File: src/rtl/egress_drain.sv
// Round-robin drain of four egress FIFOs into one held output word.
// Each word costs four cycles: decide, pop, capture, send.
module egress_drain #(
  parameter int DATA_WIDTH = 12,
  parameter int CNT_WIDTH  = 5
) (
  input  logic                  clk,
  input  logic                  reset,
  input  logic                  enable,
  input  logic [3:0]            empty,
  input  logic [DATA_WIDTH-1:0] data_in4,
  input  logic [DATA_WIDTH-1:0] data_in5,
  input  logic [DATA_WIDTH-1:0] data_in6,
  input  logic [DATA_WIDTH-1:0] data_in7,
  input  logic                  ready,
  input  logic [1:0]            idx,
  output logic [3:0]            pop,
  output logic [DATA_WIDTH-1:0] data_out,
  output logic                  valid_out,
  output logic [1:0]            channel_out,
  output logic [CNT_WIDTH-1:0]  count_out
);

  typedef enum logic [1:0] {
    IDLE,
    POP,
    CAPT,
    SEND
  } state_t;

  state_t state, state_nx;

  logic [1:0]            grant;
  logic [1:0]            last_grant;
  logic [1:0]            pick;
  logic [1:0]            cand;
  logic                  found;
  logic                  start;
  logic                  done;
  logic [DATA_WIDTH-1:0] sel_data;
  logic [CNT_WIDTH-1:0]  cnt [4];

  // search starts just past the last served channel
  always_comb begin
    pick  = last_grant;
    found = 1'b0;
    cand  = last_grant;
    for (int k = 1; k <= 4; k++) begin
      cand = last_grant + 2'(k);
      if (!found && !empty[cand]) begin
        pick  = cand;
        found = 1'b1;
      end
    end
  end

  assign start = (state == IDLE) && enable && found;
  assign done  = (state == SEND) && ready;

  always_comb begin
    sel_data = data_in4;
    unique case (grant)
      2'd0: sel_data = data_in4;
      2'd1: sel_data = data_in5;
      2'd2: sel_data = data_in6;
      2'd3: sel_data = data_in7;
      default: sel_data = data_in4;
    endcase
  end

  always_ff @(posedge clk or negedge reset) begin
    if (!reset) state <= IDLE;
    else        state <= state_nx;
  end

  always_comb begin
    state_nx = state;
    unique case (state)
      IDLE:    if (start) state_nx = POP;
      POP:     state_nx = CAPT;
      CAPT:    state_nx = SEND;
      SEND:    if (ready) state_nx = IDLE;
      default: state_nx = IDLE;
    endcase
  end

  always_ff @(posedge clk or negedge reset) begin
    if (!reset) begin
      pop         <= 4'b0000;
      grant       <= 2'd0;
      last_grant  <= 2'd3;
      data_out    <= '0;
      valid_out   <= 1'b0;
      channel_out <= 2'd0;
    end else begin
      pop <= start ? (4'b0001 << pick) : 4'b0000;
      if (start) grant <= pick;
      if (state == CAPT) begin
        data_out    <= sel_data;
        channel_out <= grant;
        valid_out   <= 1'b1;
        last_grant  <= grant;
      end
      if (done) valid_out <= 1'b0;
    end
  end

  always_ff @(posedge clk or negedge reset) begin
    if (!reset) begin
      for (int i = 0; i < 4; i++) cnt[i] <= '0;
    end else if (done) begin
      cnt[grant] <= cnt[grant] + CNT_WIDTH'(1);
    end
  end

  assign count_out = cnt[idx];

endmodule

File: config.mk
export PLATFORM = sky130hd
export DESIGN_NAME = egress_drain
export DESIGN_NICKNAME = d
export VERILOG_FILES = /design/src/rtl/egress_drain.sv
export SDC_FILE = /design/constraint.sdc
export NUM_CORES = 1
export LEC_CHECK = 0
export ABC_AREA = 1
export CORE_MARGIN = 2
export CORE_UTILIZATION = 55
export CTS_BUF_LIST = sky130_fd_sc_hd__clkbuf_8 sky130_fd_sc_hd__clkbuf_16
export CTS_CLUSTER_DIAMETER = 100
export DETAILED_ROUTE_END_ITERATION = 12
export DONT_BUFFER_PORTS = 1
export PLACE_DENSITY = 0.75
export SYNTH_ARGS = -nofsm -noshare
export SYNTH_HDL_FRONTEND = slang
export SYNTH_SLANG_ARGS = --single-unit
export TNS_END_PERCENT = 10
File: constraint.sdc
create_clock -name clk -period 2.36 [get_ports clk]
set_input_delay 0.354 -clock clk [delete_from_list [all_inputs] [get_ports clk]]
set_output_delay 0.354 -clock clk [all_outputs]
set_load 0.02 [all_outputs]
=== After elaboration in Yosys (flattened, before gate mapping) ===
Cells that the tools add are included.

* Flip-flop bits (word level): 45
* Input port bits: 58
* Output and inout port bits: 24
* Logic and storage cells: 81

* Add/subtract/negate cells: 4
* Order comparisons: 7
* Eq/ne operators: 8
* Shift-type cells: 1
* Muxes and demuxes: 32
* Bitwise logic cells: 2
* Reduce and logical (&&, ||, !) cells: 16

{| class="wikitable"
|+ Operators by type and width
! cell !! count
|-
| $pmux W12 S4 || 1
|-
| $mux W5 || 5
|-
| $bmux W5 S2 || 2
|-
| $bwmux W20 || 1
|-
| $lt A2 B3 Y1 const B || 4
|-
| $mux W2 || 6
|-
| $demux W5 S2 || 1
|-
| $mux W1 || 10
|-
| $bmux W1 S2 || 4
|-
| $eq A2 B2 Y1 const B || 4
|-
| $pmux W2 S4 || 1
|-
| $logic_and A1 B1 Y1 || 7
|-
| $ge A3 B3 Y1 const B || 2
|-
| $not A2 Y3 || 2
|-
| $add A5 B1 Y5 const B || 1
|-
| $logic_not A1 Y1 || 5
|-
| $add A2 B2 Y2 const B || 2
|-
| $eq A2 B1 Y1 const B || 2
|-
| $logic_not A2 Y1 || 2
|-
| $mux W4 || 1
|-
| $ne A2 B2 Y1 const B || 2
|-
| $shl A1 B2 Y4 const A || 1
|-
| $lt A3 B1 Y1 const B || 1
|-
| $add A2 B1 Y2 const B || 1
|-
| 2 further kinds || 2
|}

=== Logic depth before layout (Yosys ltp) ===
* Depth after elaboration: 15
* Gate-level depth with buffers: 11
* Depth with buffers taken out: 11

=== Least setup slack after synthesis ===
No wires, ideal clock.

* Path type: reg-to-reg
* From: reg grant[0]
* To: reg cnt[12] (netlist bit)
* Library setup time: 129 ps
* Arrival: 1552 ps
* Slack: 679 ps
* Stages on the path, launching flop included: 9
* Buffers on the path: 1
* Period minus slack after synthesis: 1681 ps
* Cell sequence: dfrtp_1 -> buf_2 -> nand2_1 -> inv_2 -> a22oi_1 -> nand2_2 -> ha_1 -> xnor2_1 -> o21ai_1

* Word-level cells in the longest chain between the ends: 6
* Elaborated cells between the ends (all ways): 11
* Those cells by class: add/sub (1); order compare (2); mux (6); bitwise (1); reduce/logical (1)

{| class="wikitable"
|+ Ends and longest elaborated chain
! element !! RTL line !! RTL
|-
| from (decl) || 33 || <nowiki>logic [1:0] grant;</nowiki>
|-
| from (signal assigned) || 97 || <nowiki>if (start) grant <= pick;</nowiki>
|-
| $not A2 Y3 (not written as such) (*) || 112 || <nowiki>cnt[grant] <= cnt[grant] + CNT_WIDTH'(1);</nowiki>
|-
| $bmux W5 S2, or another cell as far along || 112 ||
|-
| $mux W5 (not written as such) / $logic_and A1 B1 Y1 (equally long branches) || 112 ||
|-
| $mux W5 (not written as such) || 112 ||
|-
| $add A5 B1 Y5 / $demux W5 S2 (equally long branches) || 112 ||
|-
| $bwmux W20 (*) || 112 ||
|-
| to (signal, indexed assignment) || 112 ||
|-
| to (decl) || 41 || <nowiki>logic [CNT_WIDTH-1:0] cnt [4];</nowiki>
|}

Every way passes the cells marked *; elsewhere a longest branch is shown, timed or not. The select of a mux whose other input is x is not followed.
A chain may end at the register's enable or synchronous reset.

=== Worst setup path in the final report ===
* From: reg grant[0]
* To: reg cnt[17] (netlist bit)

The elaborated chain is that of the path after synthesis.

==> flow_summary.ini <==
[sta]
hold_ws_ns = 0.219
finalHoldViolCount = 0
skew_ns = 0.0128
setup_viol = 0
drv_slew = 0
relSlewSlack_pct = 66.7
worst_pin_slew_ns = 0.497
timing.final.ws_setup_ns = 0.417
period_needed_ns = 1.94
max_freq_mhz = 515
timing.final.crit_share_pct = 82.3
setup_tns_ns = 0
grt_setup_unrepaired = no

[placement]
gp_congestion = 0.920
dp_hpwl_mm = 4.76
port_buffers = 0
dp.cells = 396
place_ws_ns = 0.435

[synth]
netlist_top_cells_count = nand2_1 (127), dfrtp_1 (43), nor2_1 (25), o21ai_0 (22), inv_1 (21)
yosys_warnings = 0
synth_ff_type = dfrtp_1
netlist.area_leader.share_pct = 41.3
synthTopCellsByArea = dfrtp_1 (41%), nand2_1 (18%), o21ai_0 (4.2%), nor2_1 (3.6%), nand3_1 (3.5%)
synth_nets = 411
synth_area_um2 = 2610
synth_cell_types = 32
syn_inst = 348
synth-seq-area-share_pct = 43.3
synth_most_common_cell = nand2_1
synth_edf_count = 0
async_reset_ff_share_pct = 100
yosys.area.top_type = dfrtp_1
ys_ff_latch = 45
syn_area_per_cell_um2 = 7.49

[clock_network]
cts_hold_buf = 2
tritoncts = built
clk_pin_slew_ns = 0.09
clockBufferDepth = 2
cts_resized = 0
clock_latency_ns = 0.31
cts.sinks = 45
htree_levels = 2
cts_buffers = 5
postCtsSetupBuffers = 0
root_buffer = clkbuf_8

[worst_setup_path]
r2r_slack_ns = 0.42
critPathKind = reg -> reg
start_kind = register
arrival_ns = 2.14
crit_required_ns = 2.55
path_cells = nand2_1, inv_2, a22oi_1, nand2_2, ha_1, xnor2_1, o21ai_1
end_kind = register
critPathSlowestCell = dfrtp_1
path_max_fanout = 16
max_stage_delay_ns = 0.46

[routing]
drt_iter0_markers = 173
finalWirelength_mm = 6.38
drtPass1Iterations = 4
route.detailed.wl_per_inst_um = 15.7
ant_nets = 0
via_per_inst = 5.71
num_vias = 2317
drc = 0

[run]
max-cap-violations = 0

[global_route]
grt_pass1_wl_mm = 10.5
antenna_found_initial = 0
grt_max_degree = 46
grt_overflow = 0
grt_pass1_vias = 2220
grt_use_total_pct = 26.2

[layout]
stdcell_count = 406
area_growth_pct = 8.06
drive_gt1_share_pct = 12.8
final_nets = 414
antenna_cells = 0

[power]
power.density_nw_per_um2 = 1340
finalPower_mw = 3.76
leakagePower_nw = 1.36
ir_worst_vdd_uv = 631

[outcome]
status = completed

[die]
ios = 82
fp.dieW_um = 72.9
die_h_um = 72.9
start_util_pct = 55.9
rows = 25
die_area_um2 = 5310
core_area_um2 = 4660

[min_path]
hold_path_class = in -> reg
flip-flops by register name (all words and copies together), names as in the netlist:
| signal | cells |
|---|---|
| last_grant | 2 |
| cnt | 20 |
| valid_out | 1 |
| state | 2 |
| pop | 4 |
| grant | 2 |
| channel_out | 2 |
| data_out | 12 |
final timing paths:
| path | end | startpoint | depth (start not counted) |
|---|---|---|---|
| max | cnt[17]$_DFFE_PN0P_ | grant[0]$_DFFE_PN0P_ | 7 |
| min | data_out[5]$_DFFE_PN0P_ | data_in5[5] | 2 |
| max reg2reg | cnt[17]$_DFFE_PN0P_ | grant[0]$_DFFE_PN0P_ | 7 |
| min reg2reg | cnt[13]$_DFFE_PN0P_ | cnt[13]$_DFFE_PN0P_ | 2 |
| max in group asynchronous | last_grant[0]$_DFFE_PN1P_ | reset | 2 |
| min in group asynchronous | pop[2]$_DFF_PN0_ | reset | 2 |
report_power, final:
group | total [mW] | leakage (nW) | internal (mW) | switching (mW)
Clock | 0.607 | 0.0574 | 0.344 | 0.263
Combinational | 1.68 | 0.738 | 0.563 | 1.11
Sequential | 1.48 | 0.568 | 1.06 | 0.417
layer usage:
| metal | up-vias | part of all wire, % | GRT usage (%) |
|---|---|---|---|
| li1 | 1158 | - | - |
| met1 | 1064 | 45 | 35.6 |
| met2 | 87 | 47 | 42.8 |
| met3 | 8 | 6.8 | 4.83 |
| met4 | 0 | 1.4 | 7.82 |
| met5 | - | 0 | 0 |
metrics by stage:
stage | utilization, % | area [um^2]
final | 60.5 | 2820
after global routing | 60.5 | 2820
after CTS | 60.5 | 2820
after detailed placement | 57.1 | 2660
after global placement | 57.1 | 2660
after floorplan | - | 2610
placed cells by master, fill, tap and decap left out, types with 5 or more instances in the layout:
cell type  Yosys  layout
nand2_1      127     127
dfrtp_1       43      43
nor2_1        25      25
o21ai_0       22      22
inv_1         21      21
nand3_1       18      18
nand2_2       12      12
a21oi_1       11      11
a41oi_1        8       8
inv_2          7       7
o21ai_1        6       6
clkbuf_8       0       6
ha_1           5       5
cell type report:
| type | instances | area, um^2 |
|---|---|---|
| sequential | 45 | 1130 |
| fill | 399 | 1840 |
| multi-input combinational | 265 | 1330 |
| timing repair buffer | 5 | 60.1 |
| inverter | 29 | 109 |
| clock buffer | 6 | 82.6 |
| tap | 54 | 67.6 |
| clock inverter | 2 | 37.5 |
critical path, delay by kind of cell, from the launching register on:
family,cells,cell delay [ns]
AO/OA/AOI/OAI,2,0.31
XOR/XNOR,1,0.33
adder cells (fa/ha/maj),1,0.26
buffers and inverters,1,0.15
flip-flops,1,0.46
AND/OR/NAND/NOR,2,0.31
cell families (layout without fill, tap and decap cells):
kind of cell	after synthesis	count (layout)	synth area share, %
compound gates	62	62	14.6
xor+xnor	2	2	0.672
fa+ha+maj	5	5	2.40
buf+inv	38	42	5.61
flops	45	45	43.3
simple gates	196	196	33.4
Note: power is estimated with default switching activity, not from simulation.
==> patch, RTL diff (config.mk and constraints unchanged) <==
The 4 states of `state_t` get a one-hot encoding in 4 bits.
--- a/src/rtl/egress_drain.sv
+++ b/src/rtl/egress_drain.sv
@@ -22,9 +22,9 @@
 );
 
-  typedef enum logic [1:0] {
-    IDLE,
-    POP,
-    CAPT,
-    SEND
+  typedef enum logic [3:0] {
+    IDLE = 4'b0001,
+    POP  = 4'b0010,
+    CAPT = 4'b0100,
+    SEND = 4'b1000
   } state_t;
 
Formal check against the unedited RTL: no difference found for any inputs over 10 cycles, from zero or initial values and one cycle with reset low; not proved beyond that.
==> patch against the unedited design <==
  * Sequential share of layout area fell by 0.86 points
  * Cell count is 13% higher
  * Sequential cell count rose by 2
  * Power decreased by 17%
  * Synthesized area increased by 8.2%
  * Cell area grew 6.8%
  * Hold slack lost 0.067 ns
  * Wire length is 7.9% higher
  * Setup slack worse by 0.058 ns
  * First-iteration DRC count shrank 12%
  * Global-route usage fell by 0.057 points
  * Critical path type unchanged
  * Critical endpoint is now cnt[14]
==> patch: results <==
[outcome]
status = completed

[floorplanning]
start_util = 0.560

[detailed_routing]
vias = 2584
firstDrtPassIters = 4
wl_per_cell_um = 15.0
drt_iter0_markers = 153
routed_via_density = 5.62

[worst_setup_path]
critical_path.max_fanout = 17
rr_endpoint = cnt[14]
timing.rr.start = grant[1]
arrival_ns = 2.20
reg2reg_depth = 10
regToRegSetupSlack_ns = 0.36
cp_top_family = simple AND/OR/NAND/NOR gates
slowest_delay_ns = 0.64

[yosys]
avgSynthCellArea_um2 = 7.33
synthTopCellsByArea = dfrtp_1 (39%), nand2_1 (20%), nor2_1 (4.8%)
synthTopCellsByCount = nand2_1 (148), dfrtp_1 (44), nor2_1 (36), inv_1 (28)
seq_area_frac_synth = 0.418
async_flop_share = 1.00
synth-edff-count = 0
synth_fp_nets = 444
yosysUniqueCellTypes = 31

[min_path]
hold_path_depth = 1
hold-path-endpoint = state[3]
min_from = ready
hold_path.class = in -> reg

[sta]
hold_ws_ns = 0.152
clock_skew_ns = 0.00444
worstMarginPinSlew_ns = 0.530

[placement]
gp_congestion = 1.00
hpwl_um = 5250
placed_cells = 450
placed_cell_area_um2 = 2890
place_ws_ns = 0.381
place.port_buffers = 0

[global_route]
grt_pass1_vias = 2370
grt_max_degree = 48
grt_pass1_wl_um = 11000
antenna_found_initial = 0
grt_use_total = 0.261

[clock_tree]
clockBufferDepth = 2
clockRootBuffer = clkbuf_8
cts_made_buffers = 5

[pwr]
powerSeq_w = 0.00142
vdd_ir_drop_max_mv = 0.658
power_frac_clock = 0.148
p_leak_nw = 1.48
powerClk_w = 0.000465
sw_frac_of_total = 0.476

[final_layout]
drive_gt1_frac = 0.133
largest_registers = cnt (20), data_out (12)
[patch: cell types whose count changed after synthesis, moves of 4 or more]
| cell | unedited run | this run |
|---|---|---|
| inv_1 | 21 | 28 |
| o21ai_0 | 22 | 14 |
| nand2_1 | 127 | 148 |
| ha_1 | 5 | 1 |
| a22oi_1 | 4 | 0 |
| a21oi_1 | 11 | 19 |
| nor2_1 | 25 | 36 |
[patch: layer usage]
layer	routed length [µm]	vias up	global-route usage
li1	-	1240	-
met1	2940	1219	0.334
met2	3380	115	0.444
met3	445	10	0.0542
met4	110	0	0.0858
met5	0	-	0
[patch: worst max path at each step]
| stage | startpoint | end | slack [ns] | cells past startpoint |
|---|---|---|---|---|
| final | grant[1] | cnt[14] | 0.36 | 10 |
| after detailed placement | grant[1] | cnt[14] | 0.38 | 10 |
| after CTS | grant[1] | cnt[14] | 0.36 | 10 |
| after global placement | grant[1] | cnt[4] | 0.46 | 10 |
| after floorplan | grant[1] | cnt[14] | 0.67 | 10 |
| after global routing | grant[1] | cnt[14] | 0.19 | 11 |
[patch: cells by family (layout without fill, tap and decap cells)]
| logic type | after synthesis | count (layout) | synth area share |
|---|---|---|---|
| AOI/OAI and AO/OA | 58 | 58 | 0.121 |
| xor gates and xnor gates | 1 | 1 | 0.00577 |
| adders and majority gates | 1 | 1 | 0.00443 |
| buffers and inverters | 46 | 51 | 0.0709 |
| DFF | 47 | 47 | 0.418 |
| and+or+nand+nor | 232 | 232 | 0.380 |
[patch: layout make-up]
class	count	area [µm²]
inverters	35	138
repair buffers	8	82.6
clock buffers	5	68.8
clock inverters	3	12.5
flip-flops and latches	47	1180
well taps	70	87.6
multi-input cells	292	1440
fillers	454	2030
[patch: repair_timing]
item	in CTS	in global routing
hold buffers	2	0
endpoints found under the hold margin	47	0
setup buffers	0	0
endpoints found under the setup margin	0	0
